<file path="src/rtl/serial_compare_pkg.sv">
// Shared definitions for the bit-serial magnitude comparator.
// State encodings and the bit-index width derivation.
package serial_compare_pkg;

    typedef enum logic [1:0] {
        IDLE = 2'd0,
        RUN  = 2'd1,
        DONE = 2'd2
    } state_t;

    // Index must be at least one bit wide even for the narrowest operand.
    function automatic int idx_width(input int width);
        return (width > 1) ? $clog2(width) : 1;
    endfunction

endpackage

</file>
<file path="src/rtl/serial_compare_cell.sv">
// One bit-pair decision: whether the bits differ and, if so, whether a wins.
// invert flips the decision for the sign bit of two's-complement operands.
module serial_compare_cell
    import serial_compare_pkg::*;
(
    input  logic a_bit,
    input  logic b_bit,
    input  logic invert,
    output logic differ,
    output logic a_greater
);

    assign differ    = a_bit ^ b_bit;
    assign a_greater = differ & (a_bit ^ invert);

endmodule

</file>
<file path="src/rtl/serial_compare.sv">
// Bit-serial comparator: examines one latched bit pair per cycle, MSB first,
// and reports a registered gt/eq/lt result with a one-cycle done pulse.
module serial_compare
    import serial_compare_pkg::*;
#(
    parameter int WIDTH      = 8,
    parameter int EARLY_EXIT = 1
) (
    input  logic             clk,
    input  logic             rst,
    input  logic             start,
    input  logic [WIDTH-1:0] a,
    input  logic [WIDTH-1:0] b,
    input  logic             signed_mode,
    output logic             busy,
    output logic             done,
    output logic             gt,
    output logic             eq,
    output logic             lt
);

    localparam int IDX_W = idx_width(WIDTH);
    localparam logic [IDX_W-1:0] IDX_TOP = IDX_W'(WIDTH - 1);

    state_t             state_q, state_d;
    logic [WIDTH-1:0]   a_q, b_q;
    logic               signed_q;
    logic [IDX_W-1:0]   idx_q;
    logic               found_q, first_gt_q;
    logic               gt_q, eq_q, lt_q;

    logic               differ, a_greater, invert;
    logic               load, finish, hit;
    logic               res_gt, res_eq, res_lt;

    assign invert = signed_q & (idx_q == IDX_TOP);

    serial_compare_cell u_cell (
        .a_bit     (a_q[idx_q]),
        .b_bit     (b_q[idx_q]),
        .invert    (invert),
        .differ    (differ),
        .a_greater (a_greater)
    );

    // With EARLY_EXIT=0 the first differing bit is remembered in found_q/first_gt_q.
    assign hit = differ & ~found_q;

    always_comb begin
        res_gt = 1'b0;
        res_eq = 1'b0;
        res_lt = 1'b0;
        if (found_q) begin
            res_gt = first_gt_q;
            res_lt = ~first_gt_q;
        end else if (differ) begin
            res_gt = a_greater;
            res_lt = ~a_greater;
        end else begin
            res_eq = 1'b1;
        end
    end

    always_comb begin
        state_d = state_q;
        load    = 1'b0;
        finish  = 1'b0;
        case (state_q)
            IDLE: begin
                if (start) begin
                    load    = 1'b1;
                    state_d = RUN;
                end
            end
            RUN: begin
                if ((hit && (EARLY_EXIT != 0)) || (idx_q == '0)) begin
                    finish  = 1'b1;
                    state_d = DONE;
                end
            end
            DONE: begin
                if (start) begin
                    load    = 1'b1;
                    state_d = RUN;
                end else begin
                    state_d = IDLE;
                end
            end
            default: state_d = IDLE;
        endcase
    end

    always_ff @(posedge clk) begin
        if (rst) begin
            state_q    <= IDLE;
            a_q        <= '0;
            b_q        <= '0;
            signed_q   <= 1'b0;
            idx_q      <= '0;
            found_q    <= 1'b0;
            first_gt_q <= 1'b0;
            gt_q       <= 1'b0;
            eq_q       <= 1'b0;
            lt_q       <= 1'b0;
        end else begin
            state_q <= state_d;
            if (load) begin
                a_q        <= a;
                b_q        <= b;
                signed_q   <= signed_mode;
                idx_q      <= IDX_TOP;
                found_q    <= 1'b0;
                first_gt_q <= 1'b0;
            end else if (state_q == RUN) begin
                if (hit) begin
                    found_q    <= 1'b1;
                    first_gt_q <= a_greater;
                end
                if (!finish) begin
                    idx_q <= idx_q - 1'b1;
                end
            end
            if (finish) begin
                gt_q <= res_gt;
                eq_q <= res_eq;
                lt_q <= res_lt;
            end
        end
    end

    assign busy = (state_q == RUN);
    assign done = (state_q == DONE);
    assign gt   = gt_q;
    assign eq   = eq_q;
    assign lt   = lt_q;

endmodule

</file>
<file path="config.mk">
export PLATFORM = sky130hd
export DESIGN_NAME = serial_compare
export DESIGN_NICKNAME = d
export VERILOG_FILES = /design/src/rtl/serial_compare_pkg.sv /design/src/rtl/serial_compare_cell.sv /design/src/rtl/serial_compare.sv
export SDC_FILE = /design/constraint.sdc
export NUM_CORES = 1
export LEC_CHECK = 0
export CAP_MARGIN = 10
export CELL_PAD_IN_SITES_DETAIL_PLACEMENT = 0
export CELL_PAD_IN_SITES_GLOBAL_PLACEMENT = 1
export CORE_MARGIN = 4
export CORE_UTILIZATION = 39
export CTS_BUF_LIST = sky130_fd_sc_hd__clkbuf_4 sky130_fd_sc_hd__clkbuf_8 sky130_fd_sc_hd__clkbuf_16
export CTS_CLUSTER_SIZE = 14
export DETAILED_ROUTE_END_ITERATION = 10
export PLACE_DENSITY_LB_ADDON = 0.1
export SLEW_MARGIN = 15
export SYNTH_ARGS = -nofsm -noshare
export SYNTH_HDL_FRONTEND = slang
export SYNTH_HIERARCHICAL = 1
export SYNTH_SLANG_ARGS = --single-unit
</file>
<file path="constraint.sdc">
create_clock -name clk -period 6.6 [get_ports clk]
set_input_delay 1.65 -clock clk [delete_from_list [all_inputs] [get_ports clk]]
set_output_delay 1.65 -clock clk [all_outputs]
set_load 0.03 [all_outputs]
</file>
==> results of run 1 <==
## kinds of logic (layout without fill, tap and decap cells)
kind of cell / count (synthesis) / in the layout / synth area share, %
AOI/OAI and AO/OA: 27 / 27 / 13.3
xor gates and xnor gates: 1 / 1 / 0.732
adders and majority gates: 3 / 3 / 3.14
buffers and inverters: 12 / 32 / 4.28
DFF: 27 / 27 / 45.1
muxes: 8 / 8 / 11.1
and+or+nand+nor: 61 / 61 / 22.4
## registers in the layout, indices dropped and copies added, names as in the netlist
register    count
signed_q        1
a_q             8
found_q         1
lt              1
gt              1
b_q             8
eq              1
state_q         2
idx_q           3
first_gt_q      1
## per-layer routing
metal / vias up / GRT usage [%] / part of all wire [%]
met5: - / 0 / 0
met4: 0 / 4.85 / 0.77
met3: 2 / 3.02 / 2.8
met2: 16 / 19.7 / 46
met1: 420 / 15.4 / 50
li1: 510 / - / -
## per-stage QoR
stage	hold slack, ns	cell area [µm²]	util [%]	instances	setup WS [ns]
2_1_floorplan	0.432	1200	-	139	4.17
3_3_place_gp	0.439	1440	50.6	186	3.52
3_5_place_dp	0.449	1440	50.6	186	3.50
4_1_cts	0.468	1470	51.7	190	3.35
5_1_grt	0.486	1470	51.7	190	3.29
6_report	0.464	1470	51.7	190	3.37
## worst max-delay path, cell delays in order (launching register included)
cell             delay, ns
dfxtp_1               0.33
nand2b_1              0.18
inv_1                 0.09
clkdlybuf4s50_1       0.67
## power groups by stage
stage | Clock (W) | Sequential [W] | Combinational [W]
final | 0.0000741 | 0.000188 | 0.0000862
after global routing | 0.0000844 | 0.000191 | 0.0000973
after CTS | 0.0000787 | 0.000189 | 0.0000875
after detailed placement | 0 | 0.000193 | 0.0000866
after global placement | 0 | 0.000192 | 0.0000860
after floorplan | 0 | 0.000192 | 0.0000596
## worst min-delay path by stage
stage / startpoint / endpoint / slack (ns) / cells after the start
2_1_floorplan: signed_q / signed_q / 0.43 / 2
3_3_place_gp: a_q[5] / a_q[5] / 0.44 / 2
3_5_place_dp: a_q[5] / a_q[5] / 0.45 / 2
4_1_cts: a_q[5] / a_q[5] / 0.47 / 2
5_1_grt: a_q[3] / a_q[3] / 0.49 / 2
6_report: b_q[6] / b_q[6] / 0.46 / 2
## placed cells by master, fill, tap and decap left out
cell | Yosys | routed
clkbuf_4 | 0 | 4
dfxtp_1 | 27 | 27
ha_1 | 3 | 3
nor2b_1 | 4 | 4
buf_4 | 1 | 1
a211oi_1 | 5 | 5
mux2_2 | 2 | 2
o21ai_2 | 1 | 1
nor3_1 | 4 | 4
nand2b_2 | 1 | 1
a21oi_1 | 19 | 19
xor2_1 | 1 | 1
mux2i_1 | 2 | 2
a311oi_1 | 1 | 1
nand2_1 | 35 | 35
a21oi_2 | 1 | 1
nand3b_1 | 1 | 1
nand2b_1 | 4 | 4
inv_1 | 3 | 3
and3_1 | 2 | 2
clkdlybuf4s50_1 | 0 | 24
mux4_2 | 4 | 4
nor2_1 | 10 | 10
## cell type report
class / instances / share of cell area, %
repair buffers: 25 / 16.8
well taps: 31 / 2.63
inverters: 3 / 0.764
flip-flops and latches: 27 / 36.7
multi-input cells: 100 / 41.1
clock buffers: 4 / 2.04
==> flow_summary_export.csv, run 1 <==
group,metric,value,unit
cts,cts_sinks,27,
layout,finalNetCount,183,
pwr,p_int,0.000247,W
cts,ctsHoldBuffers,0,
sta,worstMarginPinSlew,0.968,ns
hold_path,min_path_type,"flip-flop to flip-flop",
setup_path,end_kind,"primary output",
logic_synthesis,synth_area,1200,µm²
setup_path,crit_path_start_kind,"flip-flop",
pwr,p_leak,0.557,nW
logic_synthesis,synth_cells,139,
sta,finalCritPeriodShare,48.9,%
grt,grt_pass1_vias,920,
floorplanning,start_util,42.0,%
drt,ant_nets,0,
floorplanning,core_area,2850,µm²
setup_path,crit_arrival,1.58,ns
grt,grtUsageTotal,12.2,%
sta,max_freq,310,MHz
logic_synthesis,yosysMostFrequentCell,"nand2_1",
cts,cts_tree,"done",
pwr,switchingPower,0.000101,W
floorplanning,io_pins,25,
logic_synthesis,seq_area_frac_synth,45.1,%
drt,wl_per_cell,11.6,µm
logic_synthesis,synth-seq-cells,27,
layout,fillers,291,
layout,multiInputGateArea,606,µm²
drt,first_pass_iters,4,
cts,post_cts_buffers,0,
pwr,p_clk_share,21.3,%
layout,area_growth,23.1,%
placement,dp_hpwl,1580,µm
sta,fin_crit,3.23,ns
logic_synthesis,yosys.area.top_type,"dfxtp_1",
floorplanning,die_h,63.4,µm
setup_path,r2r-end,"idx_q[2]",
cts,ctsRootBufferMaster,"clkbuf_4",
sta,skew,0.00168,ns
logic_synthesis,async_reset_ff_share,0,%
drt,viasPerCell,4.99,
cts,cts_buffers,3,
sta,finalMaxSlewViolations,0,
sta,rsz0062_at_grt,"no",
setup_path,worst_r2r_path_depth,7,
logic_synthesis,ys_warn_count,6,
logic_synthesis,syn_area_per_cell,8.61,µm²
pwr,power.share.switching,29.0,%
cts,ctsLongestPathBuffers,2,
setup_path,r2r-start,"idx_q[0]",
cts,ctsResizeCount,0,
drt,routed_wl,2200,µm
drt,vias,948,
setup_path,worstSetupPathType,"flip-flop to primary output",
sta,slew_headroom,35.3,%
layout,register_area,541,µm²
logic_synthesis,synth_common_cells,"35 x nand2_1, 27 x dfxtp_1, 19 x a21oi_1",
run,drv_cap,0,
pwr,p_per_area,237,nW/µm²
pwr,p_seq_share,54.0,%
setup_path,r2r_setup_slack,4.00,ns
setup_path,crit_end,"busy",
drt,drtIter0Drc,21,
setup_path,crit_start,"state_q[1]",
grt,grt_pass1_wl,3980,µm
grt,grt-ovfl-total,0,
setup_path,required,4.95,ns
sta,hold_violations,0,
cts,clk_latency,0.31,ns
floorplanning,die_x,63.4,µm
floorplanning,dieArea,4020,µm²
logic_synthesis,synth_edf_count,0,
drt,route.detailed.drc,0,
logic_synthesis,netlist.area_leader.share,45.1,%
grt,grt_max_degree,28,
sta,setup_tns,0,ns
grt,antenna_found_initial,0,
layout,antenna_cells,0,
cts,clk_pin_slew_worst_paths,0.14,ns
logic_synthesis,synthFlopType,"dfxtp_1",
pwr,irDropWorstVdd,0.0000938,V
logic_synthesis,synth.distinct_cells,24,
placement,gp_congestion,0.798,
outcome,outcome,"completed",
pwr,comb_power_share,24.7,%
cts,htreeDepth,1,
pwr,power,0.000349,W
setup_path,worstPathMaxFanout,3,
placement,io_buffers,24,
logic_synthesis,synth_nets,162,
sta,setup_viol,0,
logic_synthesis,synth_area_leaders,"dfxtp_1 45%, nand2_1 11%, a21oi_1 7.9%",
floorplanning,fp-row-count,19,
layout,drive_gt1_share,8.81,%
Note: power is estimated with default switching activity, not from simulation.
==> inputs of run 2 (changes only) <==
--- a/config.mk
+++ b/config.mk
@@ -9,7 +9,7 @@
 export CELL_PAD_IN_SITES_DETAIL_PLACEMENT = 0
 export CELL_PAD_IN_SITES_GLOBAL_PLACEMENT = 1
 export CORE_MARGIN = 4
-export CORE_UTILIZATION = 39
+export CORE_UTILIZATION = 36
 export CTS_BUF_LIST = sky130_fd_sc_hd__clkbuf_4 sky130_fd_sc_hd__clkbuf_8 sky130_fd_sc_hd__clkbuf_16
 export CTS_CLUSTER_SIZE = 14
 export DETAILED_ROUTE_END_ITERATION = 10
==> constraint.sdc (replaced) <==
create_clock -name clk -period 3.1 [get_ports clk]
set_input_delay 0.775 -clock clk [delete_from_list [all_inputs] [get_ports clk]]
set_output_delay 0.775 -clock clk [all_outputs]
set_load 0.03 [all_outputs]
==> run 2 against run 1 <==
Effect of this change: critical endpoint is now idx_q[2]; via count is 3.1% higher; clock-buffer cell count is the same; clock power up 110%; final area increased by 1.1%; largest power group unchanged; highest routed layer unchanged; hold slack lost 0.0030 ns; final cell count increased by 6.8%; global-route usage about the same; die area grew 7.3%; critical path depth increased by 4.
==> flow_summary_export.csv, run 2 (synthesized netlist as in run 1, its figures left out) <==
group,metric,value,unit
outcome,outcome,"completed",
placement,dp_hpwl,1740,µm
grt,grt-ovfl-total,0,
placement,gp_congestion,0.741,
layout,antenna_cells,0,
layout,final_common_cell,"nand2_1",
drt,viasPerCell,4.81,
cts,ctsRootBufferMaster,"clkbuf_4",
setup_path,worstPathMaxFanout,8,
setup_path,end_kind,"flip-flop",
pwr,p_leak,0.557,nW
hold_path,min_path_type,"flip-flop to flip-flop",
grt,grtUsageTotal,12.1,%
setup_path,cpMaxStageDelayCell,"dfxtp_1",
floorplanning,core_area,3130,µm²
cts,cts_buffers,3,
layout,finalNetCount,183,
drt,routed_wl,2330,µm
floorplanning,die_h,65.7,µm
placement,io_buffers,24,
sta,finalMaxSlewViolations,0,
drt,route.detailed.drc,0,
layout,multiInputGateArea,606,µm²
floorplanning,start_util,38.3,%
floorplanning,die_x,65.7,µm
layout,area_growth,24.5,%
grt,antenna_found_initial,0,
floorplanning,fp-row-count,20,
sta,hold_violations,0,
layout,register_area,541,µm²
pwr,irDropWorstVdd,0.000161,V
layout,drive_gt1_share,8.81,%
cts,clk_latency,0.32,ns
cts,ctsResizeCount,0,
grt,grt_pass1_vias,962,
sta,setup_tns,0,ns
drt,drtIter0Drc,41,
setup_path,cpPeakStageDelay,0.57,ns
drt,first_pass_iters,4,
floorplanning,io_pins,25,
layout,final_cell_mix,"35 x nand2_1, 27 x dfxtp_1, 24 x clkdlybuf4s50_1",
setup_path,worstSetupPathType,"flip-flop to flip-flop",
sta,finalCritPeriodShare,83.6,%
run,drv_cap,0,
pwr,p_per_area,500,nW/µm²
cts,cts_sinks,27,
cts,ctsLongestPathBuffers,2,
drt,vias,977,
setup_path,crit_arrival,2.76,ns
layout,largestRegisters,"a_q: 8 flops, b_q: 8 flops, idx_q: 3 flops",
cts,ctsHoldBuffers,0,
layout,fillers,311,
grt,grt_pass1_wl,4110,µm
sta,fin_crit,2.59,ns
sta,rsz0062_at_grt,"no",
sta,max_freq,386,MHz
setup_path,path_cells,"mux4_2 > mux2_2 > xor2_1 > nand2b_2 > and3_1 > a211oi_1 > a311oi_1",
drt,wl_per_cell,11.5,µm
sta,slew_headroom,34.8,%
floorplanning,dieArea,4310,µm²
sta,skew,0.00867,ns
sta,worstMarginPinSlew,0.975,ns
layout,fin_util,47.6,%
drt,ant_nets,0,
cts,cts_tree,"done",
setup_path,required,3.26,ns
setup_path,crit_path_start_kind,"flip-flop",
grt,grt_max_degree,28,
cts,post_cts_buffers,0,
cts,clk_pin_slew_worst_paths,0.13,ns
cts,htreeDepth,1,
sta,setup_viol,0,
run 2: power by group:
group	total [W]	internal [W]	switching [W]
combinational	0.000187	0.0000923	0.0000942
clock	0.000156	0.0000590	0.0000973
sequential	0.000402	0.000376	0.0000259
total	0.000745	0.000527	0.000217
run 2: worst paths after layout:
| kind | slack, ns | start | cells after the start | to |
|---|---|---|---|---|
| worst min register to register | 0.46 | a_q[7] | 2 | a_q[7] |
| worst min-delay path | 0.46 | a_q[7] | 2 | a_q[7] |
| worst max-delay path | 0.51 | idx_q[0] | 7 | idx_q[2] |
| worst max register to register | 0.51 | idx_q[0] | 7 | idx_q[2] |
run 2: final cells by class:
type | count | share of cell area [%]
timing repair buffer | 25 | 16.6
multi-input combinational | 100 | 40.6
sequential | 27 | 36.3
clock buffer | 4 | 2.02
inverter | 3 | 0.756
tap | 44 | 3.69
run 2: worst max-delay path, delay by kind of cell (launching register included):
family           cells  cell delay (ns)
AO/OA/AOI/OAI        2             0.35
XOR/XNOR             1             0.31
flip-flops           1             0.57
multiplexers         2             0.85
AND/OR/NAND/NOR      2             0.37
run 2: layer usage:
metal	vias to the layer above	GRT usage [%]	wire (µm)
met4	0	5.44	33
met5	-	0	0
met2	17	20.3	1080
met1	447	14.9	1130
li1	509	-	-
met3	4	2.39	95
run 2: stage by stage:
stage	setup slack [ns]	hold WS (ns)	total power, W	cells	instance area [µm²]
global route	0.296	0.490	0.000796	203	1490
CTS	0.503	0.465	0.000759	203	1490
detailed placement	0.534	0.447	0.000598	199	1460
floorplan	0.729	0.432	0.000536	139	1200
finish	0.508	0.461	0.000745	203	1490
global placement	0.603	0.448	0.000594	199	1460
